**config.mk**
```make
export PLATFORM = sky130hd
export DESIGN_NAME = ksa_swap
export DESIGN_NICKNAME = d
export VERILOG_FILES = /design/src/rtl/ksa_pkg.sv /design/src/rtl/ksa_key_sel.sv /design/src/rtl/ksa_swap.sv
export SDC_FILE = /design/constraint.sdc
export NUM_CORES = 1
export LEC_CHECK = 0
export CORE_MARGIN = 4
export CORE_UTILIZATION = 45
export DETAILED_ROUTE_END_ITERATION = 7
export DONT_BUFFER_PORTS = 1
export GPL_TIMING_DRIVEN = 0
export PLACE_DENSITY = 0.64
export SETUP_SLACK_MARGIN = 0.4
export SLEW_MARGIN = 20
export SYNTH_ARGS = -nofsm -noshare
export SYNTH_HDL_FRONTEND = slang
export SYNTH_SLANG_ARGS = --single-unit
```
**constraint.sdc**
```tcl
create_clock -name clk -period 2.85 [get_ports clk]
set_clock_uncertainty 0.15 [all_clocks]
set_input_delay 0.7125 -clock clk [delete_from_list [all_inputs] [get_ports clk]]
set_output_delay 0.7125 -clock clk [all_outputs]
set_load 0.02 [all_outputs]
```
**src/rtl/ksa_pkg.sv**
```systemverilog
// Shared types and constants for the RC4 decryption datapath stages.
package ksa_pkg;

   localparam int KEY_BYTES = 3;
   localparam int MEM_DEPTH = 256;

   typedef logic [7:0] byte_t;

   typedef enum logic [3:0] {
      ST_IDLE    = 4'd0,
      ST_FILL    = 4'd1,
      ST_READ_I  = 4'd2,
      ST_WAIT_I  = 4'd3,
      ST_CALC_J  = 4'd4,
      ST_READ_J  = 4'd5,
      ST_WAIT_J  = 4'd6,
      ST_WRITE_I = 4'd7,
      ST_WRITE_J = 4'd8,
      ST_DONE    = 4'd9
   } ksa_state_t;

   // Key-byte index that wraps at the last key byte, avoiding a mod-3 divider.
   function automatic logic [1:0] advance_k(input logic [1:0] k, input logic [1:0] last_k);
      logic [1:0] nxt;
      if (k == last_k) begin
         nxt = 2'd0;
      end else begin
         nxt = k + 2'd1;
      end
      return nxt;
   endfunction

endpackage

```
**src/rtl/ksa_key_sel.sv**
```systemverilog
// Selects one byte of the 24-bit RC4 key; byte 0 is the most significant byte.
module ksa_key_sel
   import ksa_pkg::*;
(
   input  logic [23:0] key,
   input  logic [1:0]  k,
   output byte_t       key_byte
);

   // Byte mux; the unused index 3 yields zero.
   always_comb begin
      key_byte = 8'h00;
      case (k)
         2'd0:    key_byte = key[23:16];
         2'd1:    key_byte = key[15:8];
         2'd2:    key_byte = key[7:0];
         default: key_byte = 8'h00;
      endcase
   end

endmodule

```
**src/rtl/ksa_swap.sv**
```systemverilog
// RC4 key-scheduling swap pass over the 256x8 S-RAM.
// Define KSA_INIT_FILL_EN to have the block write S[i] = i itself before swapping.
module ksa_swap #(
   parameter int KEY_BYTES = ksa_pkg::KEY_BYTES,
   parameter int MEM_DEPTH = ksa_pkg::MEM_DEPTH
) (
   input  logic        clk,
   input  logic        reset,
   input  logic        start,
   input  logic [23:0] secret_key,
   output logic        busy,
   output logic        done,
   output logic [7:0]  address,
   output logic [7:0]  data,
   output logic        wren,
   input  logic [7:0]  q
);

   import ksa_pkg::*;

   localparam logic [7:0] LAST_I = 8'(MEM_DEPTH - 1);
   localparam logic [1:0] LAST_K = 2'(KEY_BYTES - 1);

   ksa_state_t  state_q, state_d;
   logic [7:0]  i_q, i_d;
   logic [7:0]  j_q, j_d;
   logic [1:0]  k_q, k_d;
   logic [7:0]  si_q, si_d;
   logic [23:0] key_q, key_d;
   logic        busy_q, busy_d;
   logic        done_q, done_d;
   logic        wren_q, wren_d;
   logic [7:0]  address_q, address_d;
   logic [7:0]  data_q, data_d;
   logic        data_sel_q, data_sel_d;
   byte_t       key_byte_s;

   ksa_key_sel u_key_sel (
      .key      (key_q),
      .k        (k_q),
      .key_byte (key_byte_s)
   );

   // Next-state logic plus next values of the registered RAM-side outputs.
   always_comb begin
      state_d    = state_q;
      i_d        = i_q;
      j_d        = j_q;
      k_d        = k_q;
      si_d       = si_q;
      key_d      = key_q;
      busy_d     = 1'b0;
      done_d     = 1'b0;
      wren_d     = 1'b0;
      address_d  = 8'h00;
      data_d     = 8'h00;
      data_sel_d = 1'b0;

      case (state_q)
         ST_IDLE: begin
            if (start) begin
               key_d = secret_key;
               i_d   = 8'h00;
               j_d   = 8'h00;
               k_d   = 2'd0;
               si_d  = 8'h00;
`ifdef KSA_INIT_FILL_EN
               state_d = ST_FILL;
`else
               state_d = ST_READ_I;
`endif
            end else begin
               state_d = ST_IDLE;
            end
         end
`ifdef KSA_INIT_FILL_EN
         ST_FILL: begin
            if (i_q == LAST_I) begin
               i_d     = 8'h00;
               state_d = ST_READ_I;
            end else begin
               i_d     = i_q + 8'd1;
               state_d = ST_FILL;
            end
         end
`endif
         ST_READ_I: state_d = ST_WAIT_I;
         ST_WAIT_I: state_d = ST_CALC_J;
         ST_CALC_J: begin
            si_d    = q;
            j_d     = j_q + q + key_byte_s;
            state_d = ST_READ_J;
         end
         ST_READ_J:  state_d = ST_WAIT_J;
         ST_WAIT_J:  state_d = ST_WRITE_I;
         ST_WRITE_I: state_d = ST_WRITE_J;
         ST_WRITE_J: begin
            i_d = i_q + 8'd1;
            k_d = advance_k(k_q, LAST_K);
            if (i_q == LAST_I) begin
               state_d = ST_DONE;
            end else begin
               state_d = ST_READ_I;
            end
         end
         ST_DONE: state_d = ST_IDLE;
         default: state_d = ST_IDLE;
      endcase

      // Outputs follow the state being entered so they are valid from its first cycle.
      case (state_d)
         ST_IDLE: begin
            busy_d = 1'b0;
         end
`ifdef KSA_INIT_FILL_EN
         ST_FILL: begin
            busy_d    = 1'b1;
            wren_d    = 1'b1;
            address_d = i_d;
            data_d    = i_d;
         end
`endif
         ST_READ_I, ST_WAIT_I, ST_CALC_J: begin
            busy_d    = 1'b1;
            address_d = i_d;
         end
         ST_READ_J, ST_WAIT_J: begin
            busy_d    = 1'b1;
            address_d = j_d;
         end
         ST_WRITE_I: begin
            busy_d     = 1'b1;
            wren_d     = 1'b1;
            address_d  = i_d;
            data_sel_d = 1'b1;
         end
         ST_WRITE_J: begin
            busy_d    = 1'b1;
            wren_d    = 1'b1;
            address_d = j_d;
            data_d    = si_d;
         end
         ST_DONE: begin
            done_d = 1'b1;
         end
         default: begin
            busy_d = 1'b0;
         end
      endcase
   end

   // State and output registers with synchronous reset.
   always_ff @(posedge clk) begin
      if (reset) begin
         state_q    <= ST_IDLE;
         i_q        <= 8'h00;
         j_q        <= 8'h00;
         k_q        <= 2'd0;
         si_q       <= 8'h00;
         key_q      <= 24'h000000;
         busy_q     <= 1'b0;
         done_q     <= 1'b0;
         wren_q     <= 1'b0;
         address_q  <= 8'h00;
         data_q     <= 8'h00;
         data_sel_q <= 1'b0;
      end else begin
         state_q    <= state_d;
         i_q        <= i_d;
         j_q        <= j_d;
         k_q        <= k_d;
         si_q       <= si_d;
         key_q      <= key_d;
         busy_q     <= busy_d;
         done_q     <= done_d;
         wren_q     <= wren_d;
         address_q  <= address_d;
         data_q     <= data_d;
         data_sel_q <= data_sel_d;
      end
   end

   // S[j] only arrives on q during WRITE_I itself, so that write forwards q directly.
   assign data    = data_sel_q ? q : data_q;
   assign busy    = busy_q;
   assign done    = done_q;
   assign wren    = wren_q;
   assign address = address_q;

endmodule

```
Yosys cells after proc, flatten, opt, wreduce, memory -nomap -nowiden
Cells that the tools add are included.

storage, ports and cells
  flip-flop bits (word level) = 74
  bits of input ports = 35
  word-level logic and storage cells = 65

cells by class
  add/subtract/negate cells = 4
  equal/unequal tests = 19
  mux-type cells = 19
  bitwise operators = 1
  reduce and logical (&&, ||, !) cells = 10

operators with widths
  operator                                                         count
  8-bit one-hot mux with 2 select lines                            4
  4-bit by 3-bit == test with 1-bit output, second input constant  8
  8-bit 2-to-1 mux                                                 4
  4-bit one-hot mux with 8 select lines                            1
  8-bit one-hot mux with 3 select lines                            1
  8-bit adder                                                      2
  4-bit by 2-bit == test with 1-bit output, second input constant  4
  4-bit == test, second input constant                             3
  8-bit by 1-bit adder with 8-bit output, second input constant    1
  8-bit == test, second input constant                             1
  7-bit OR reduction                                               1
  2-bit 2-to-1 mux                                                 3
  4-bit zero test                                                  1
  1-bit 2-to-1 mux                                                 4
  4-bit 2-to-1 mux                                                 1
  2-bit one-hot mux with 2 select lines                            1
  2-bit AND reduction                                              2
  2-bit OR reduction                                               2
  4-bit OR reduction                                               1
  3-bit OR reduction                                               1
  2-bit by 1-bit adder with 2-bit output, second input constant    1
  2-bit by 1-bit == test with 1-bit output, second input constant  1
  2-bit == test, second input constant                             1
  2-bit zero test                                                  1
  3 further kinds                                                  3

Longest topological paths before layout
  depth after elaboration = 6
  gate-level depth with buffers = 14

By module
Synthesis repeated with hierarchy kept, for this count alone.

unflattened totals
  cells, all modules = 376
  area, all modules = 3409.5 um^2

modules (own cells, without submodules)
  module       times used  cells an instance  area each (um^2)
  ksa_swap     1           356                3211.8
  ksa_key_sel  1           20                 197.7

Worst setup path before layout
Ideal clock, no wire load.

  kind = register to register
  start point = register k_q[1]
  end point = register address_q[5], in the netlist address[5]
  library setup time = 0.117 ns
  data arrival time = 2.623 ns
  required time = 2.583 ns
  slack = -0.040 ns
  stages on the path, launching flop included = 14
  clock period less this slack = 2.890 ns
  cells stage by stage = dfxtp_1 > buf_4 > mux2i_1 > o21ai_0 > fa_1 > ha_1 > inv_1 > fa_1 > inv_1 > a21o_1 > a21oi_1 > xnor2_1 > a22o_1 > a32o_1

between the ends
  longest elaborated chain between the ends = 5

RTL lines
  item                                         line               text
  start, declared                              ksa_swap.sv:27     logic [1:0] k_q, k_d;
  start signal, assigned                       ksa_swap.sv:171    k_q <= k_d;
  2-bit == test, or another cell as far along  ksa_key_sel.sv:13  case (k)
  8-bit one-hot mux with 3 select lines *      ksa_key_sel.sv:13
  8-bit adder *                                ksa_swap.sv:91     j_d = j_q + q + key_byte_s;
  8-bit one-hot mux with 2 select lines *      ksa_swap.sv:59     case (state_q)
  8-bit one-hot mux with 2 select lines *      ksa_swap.sv:111    case (state_d)
  end signal, assigned                         ksa_swap.sv:177    address_q <= address_d;
  end, declared                                ksa_swap.sv:33     logic [7:0] address_q, address_d;

Mark *: on every way between the ends. The rest lies on a longest branch, timed or not.
A chain may end at the register's enable or synchronous reset.

Worst setup path in the final report
Ends and elaborated chain as after synthesis.

==> run summary <==
CTS Hold Buffers Added: 0
Worst-Skew Late Latency: 0.35 ns
# rows: 31
cts bufs inserted: 9
Final #Nets: 439
input/output buffers: 0
Filler Cells Inserted: 707
f_max: 331 MHz
GRT overflow: 0
Post-Synthesis Cells: 374
vias in the first global route: 2597
Startpoint Class: flop
Post-synth EDFFs: 0
Area Overhead vs Synth: 12.2%
post-route minimum period: 3.02 ns
die area: 9050 µm²
Clock Path Buffers: 2
Initial Utilization: 0.466
largest net degree at the start of global routing: 14
RePlAce Congestion: 0.912
clk sink count: 74
Cells after DPL: 473
H-Tree Depth: 3
switching part of the total: 0.289
Final Cycle Share: 1.06
Synth Net Count: 424
Clk pwr share: 0.343
register area: 1480 µm²
sequential power share: 0.515
Worst EP required: 2.94 ns
async set-or-reset flop fraction in the synthesized netlist: 0
WL per Instance: 16.4 µm
CP arrival: 3.11 ns
critical path peak fanout: 7
sequential area share after synthesis: 0.434
via count: 2664
syn_area_per_cell: 9.13 µm²
YS warnings: 0
initial antenna violation count: 0
worst reg2reg path depth: 13
num ports: 54
DP Wirelength: 5940 µm
Yosys reg bits: 74
Hold Crit Class: reg -> reg
commonest non-fill, non-tap cell in the layout: dfxtp_1
Net Switching: 0.610 mW
Antenna Cells: 0
Multi-input gate area: 1840 µm²
hold-critical path depth: 2
Residual DRC: 0
Hold Violations, Final: 0
ys flop type: dfxtp_1
logic gate share of total power: 0.142
core area: 7330 µm²
Leakage: 1.41 nW
Post-DRT Antenna Nets: 0
1st-iter DRT viols: 80
fin cells: 493
most frequent cells in the layout: dfxtp_1, nand2_1, a21oi_1
first-pass GRT wire length: 12900 µm
run status: finished with violations
Syn Std Cell Area: 3420 µm²
RSZ-0062 raised after global routing: true
Int Pwr: 1.50 mW
count of cell types in the netlist: 55
CTS tree: yes
DR vias/cell: 5.40
root buffer cell: clkbuf_8
Tot GR Track Use: 0.188
Layout Utilization: 0.523
Worst VDD drop: 0.000266 V
fraction of layout cells with a size suffix above 1: 0.183
Die Wd: 95.1 µm
Worst-Margin Slew: 0.666 ns
PD cells: 552 nW/µm²
failing checks: setup timing
Final setup viols: 4
critical path endpoint category: flop
kind of critical path: reg -> reg
final WL: 8080 µm
PnR worst setup slack: -0.171 ns
max_cap viols: 0
Clock Pin Slew Worst Setup and Hold Paths: 0.08 ns
Slew HR: 0.554
Die Span Y: 95.1 µm
Final Slew Violations: 0
drt pass-1 iters: 5
-- cell type report --
class / instances / area share
plain buffers: 22 / 0.0363
clock buffers: 10 / 0.0333
clock inverters: 6 / 0.0114
inverters: 9 / 0.0101
multi-input cells: 269 / 0.481
flip-flops and latches: 74 / 0.387
well taps: 99 / 0.0323
repair buffers: 4 / 0.00882
-- registers in the layout, indices dropped and copies added, names as in the netlist, 2 cells and up --
register	count
j_q	8
state_q	4
k_q	2
i_q	8
si_q	8
address	8
key_q	24
data_q	8
-- power by group through the flow --
| stage | Combinational, mW | Clock [mW] | Sequential, mW |
|---|---|---|---|
| global placement | 0.266 | 0 | 1.11 |
| finish | 0.299 | 0.725 | 1.09 |
| detailed placement | 0.274 | 0 | 1.11 |
| floorplan | 0.215 | 0 | 1.11 |
| global route | 0.331 | 0.785 | 1.09 |
| CTS | 0.281 | 0.745 | 1.09 |
-- repair_timing --
| action | in CTS | in global routing |
|---|---|---|
| endpoints found under the setup margin | 12 | 12 |
| endpoints found under the hold margin | 0 | 0 |
| setup buffers | 3 | 1 |
| pin swaps | 10 | 4 |
| cloned | 0 | 0 |
| gates resized for setup | 8 | 9 |
-- routing by layer --
metal  share of wire  up-vias  global-route usage
met1            0.47     1257               0.259
met4           0.011        0              0.0601
met5               0        -                   0
li1                -     1326                   -
met2            0.46       70               0.287
met3           0.058       11              0.0474
-- worst paths after layout --
check,slack [ns],end,from
worst max-delay path,-0.17,address[5]$_SDFF_PP0_,k_q[1]$_SDFFE_PP0P_
worst min-delay path,0.31,key_q[10]$_SDFFE_PP0P_,key_q[10]$_SDFFE_PP0P_
worst max register to register,-0.17,address[5]$_SDFF_PP0_,k_q[1]$_SDFFE_PP0P_
worst min register to register,0.31,key_q[10]$_SDFFE_PP0P_,key_q[10]$_SDFFE_PP0P_
-- worst max-delay path, cell delays in order, from the launching register on --
cell and delay, ns:
dfxtp_2 0.35, buf_8 0.13, mux2i_2 0.23, o21ai_2 0.10, fa_1 0.52, ha_2 0.20, inv_2 0.04, fa_2 0.36
inv_2 0.07, a21o_1 0.11, a21oi_2 0.05, xnor2_1 0.14, a22o_1 0.20, a32o_2 0.26
-- synthesized netlist by cell type, types with 2 or more instances --
library cell,instances,share of area
fa_1,8,0.047
nand3_1,6,0.0088
and2_1,2,0.0037
buf_4,3,0.0066
nor2_1,30,0.033
xor2_1,2,0.0051
and3_1,2,0.0037
a21o_1,2,0.0044
or3_1,2,0.0037
dfxtp_1,74,0.43
a22oi_1,15,0.033
inv_1,8,0.0088
nor2b_1,4,0.0073
o21ai_1,2,0.0029
nor3_1,9,0.013
nand2_1,66,0.073
o211ai_1,2,0.0044
a31oi_1,2,0.0037
a211oi_1,3,0.0066
nor3_2,2,0.0059
o21ai_0,15,0.022
a21oi_1,34,0.050
buf_2,5,0.0073
mux2_2,8,0.026
xnor2_1,8,0.021
ha_1,7,0.026
clkbuf_1,10,0.011
or3_4,2,0.0066
mux2i_1,9,0.026
a22o_1,7,0.018
-- cells by family (layout without fill, tap and decap cells) --
logic type      Yosys count  count (layout)  share of synthesized area
simple gates            134             134                      0.185
mux                      17              17                     0.0527
fa+ha+maj                15              15                     0.0725
flops                    74              74                      0.434
compound gates           92              92                      0.174
xor+xnor                 11              11                     0.0337
buf+inv                  31              51                     0.0483
-- per-stage QoR --
step	hold slack (ns)	power (mW)	instance area [µm²]	setup TNS, ns	setup WS [ns]
finish	0.307	2.11	3830	-0.410	-0.171
global route	0.321	2.21	3830	-1.24	-0.270
CTS	0.308	2.12	3780	-0.465	-0.152
detailed placement	0.297	1.39	3560	-0.574	-0.224
global placement	0.292	1.38	3560	-0.434	-0.180
floorplan	0.286	1.32	3440	0	0.0906
(Power assumes the default switching activity.)
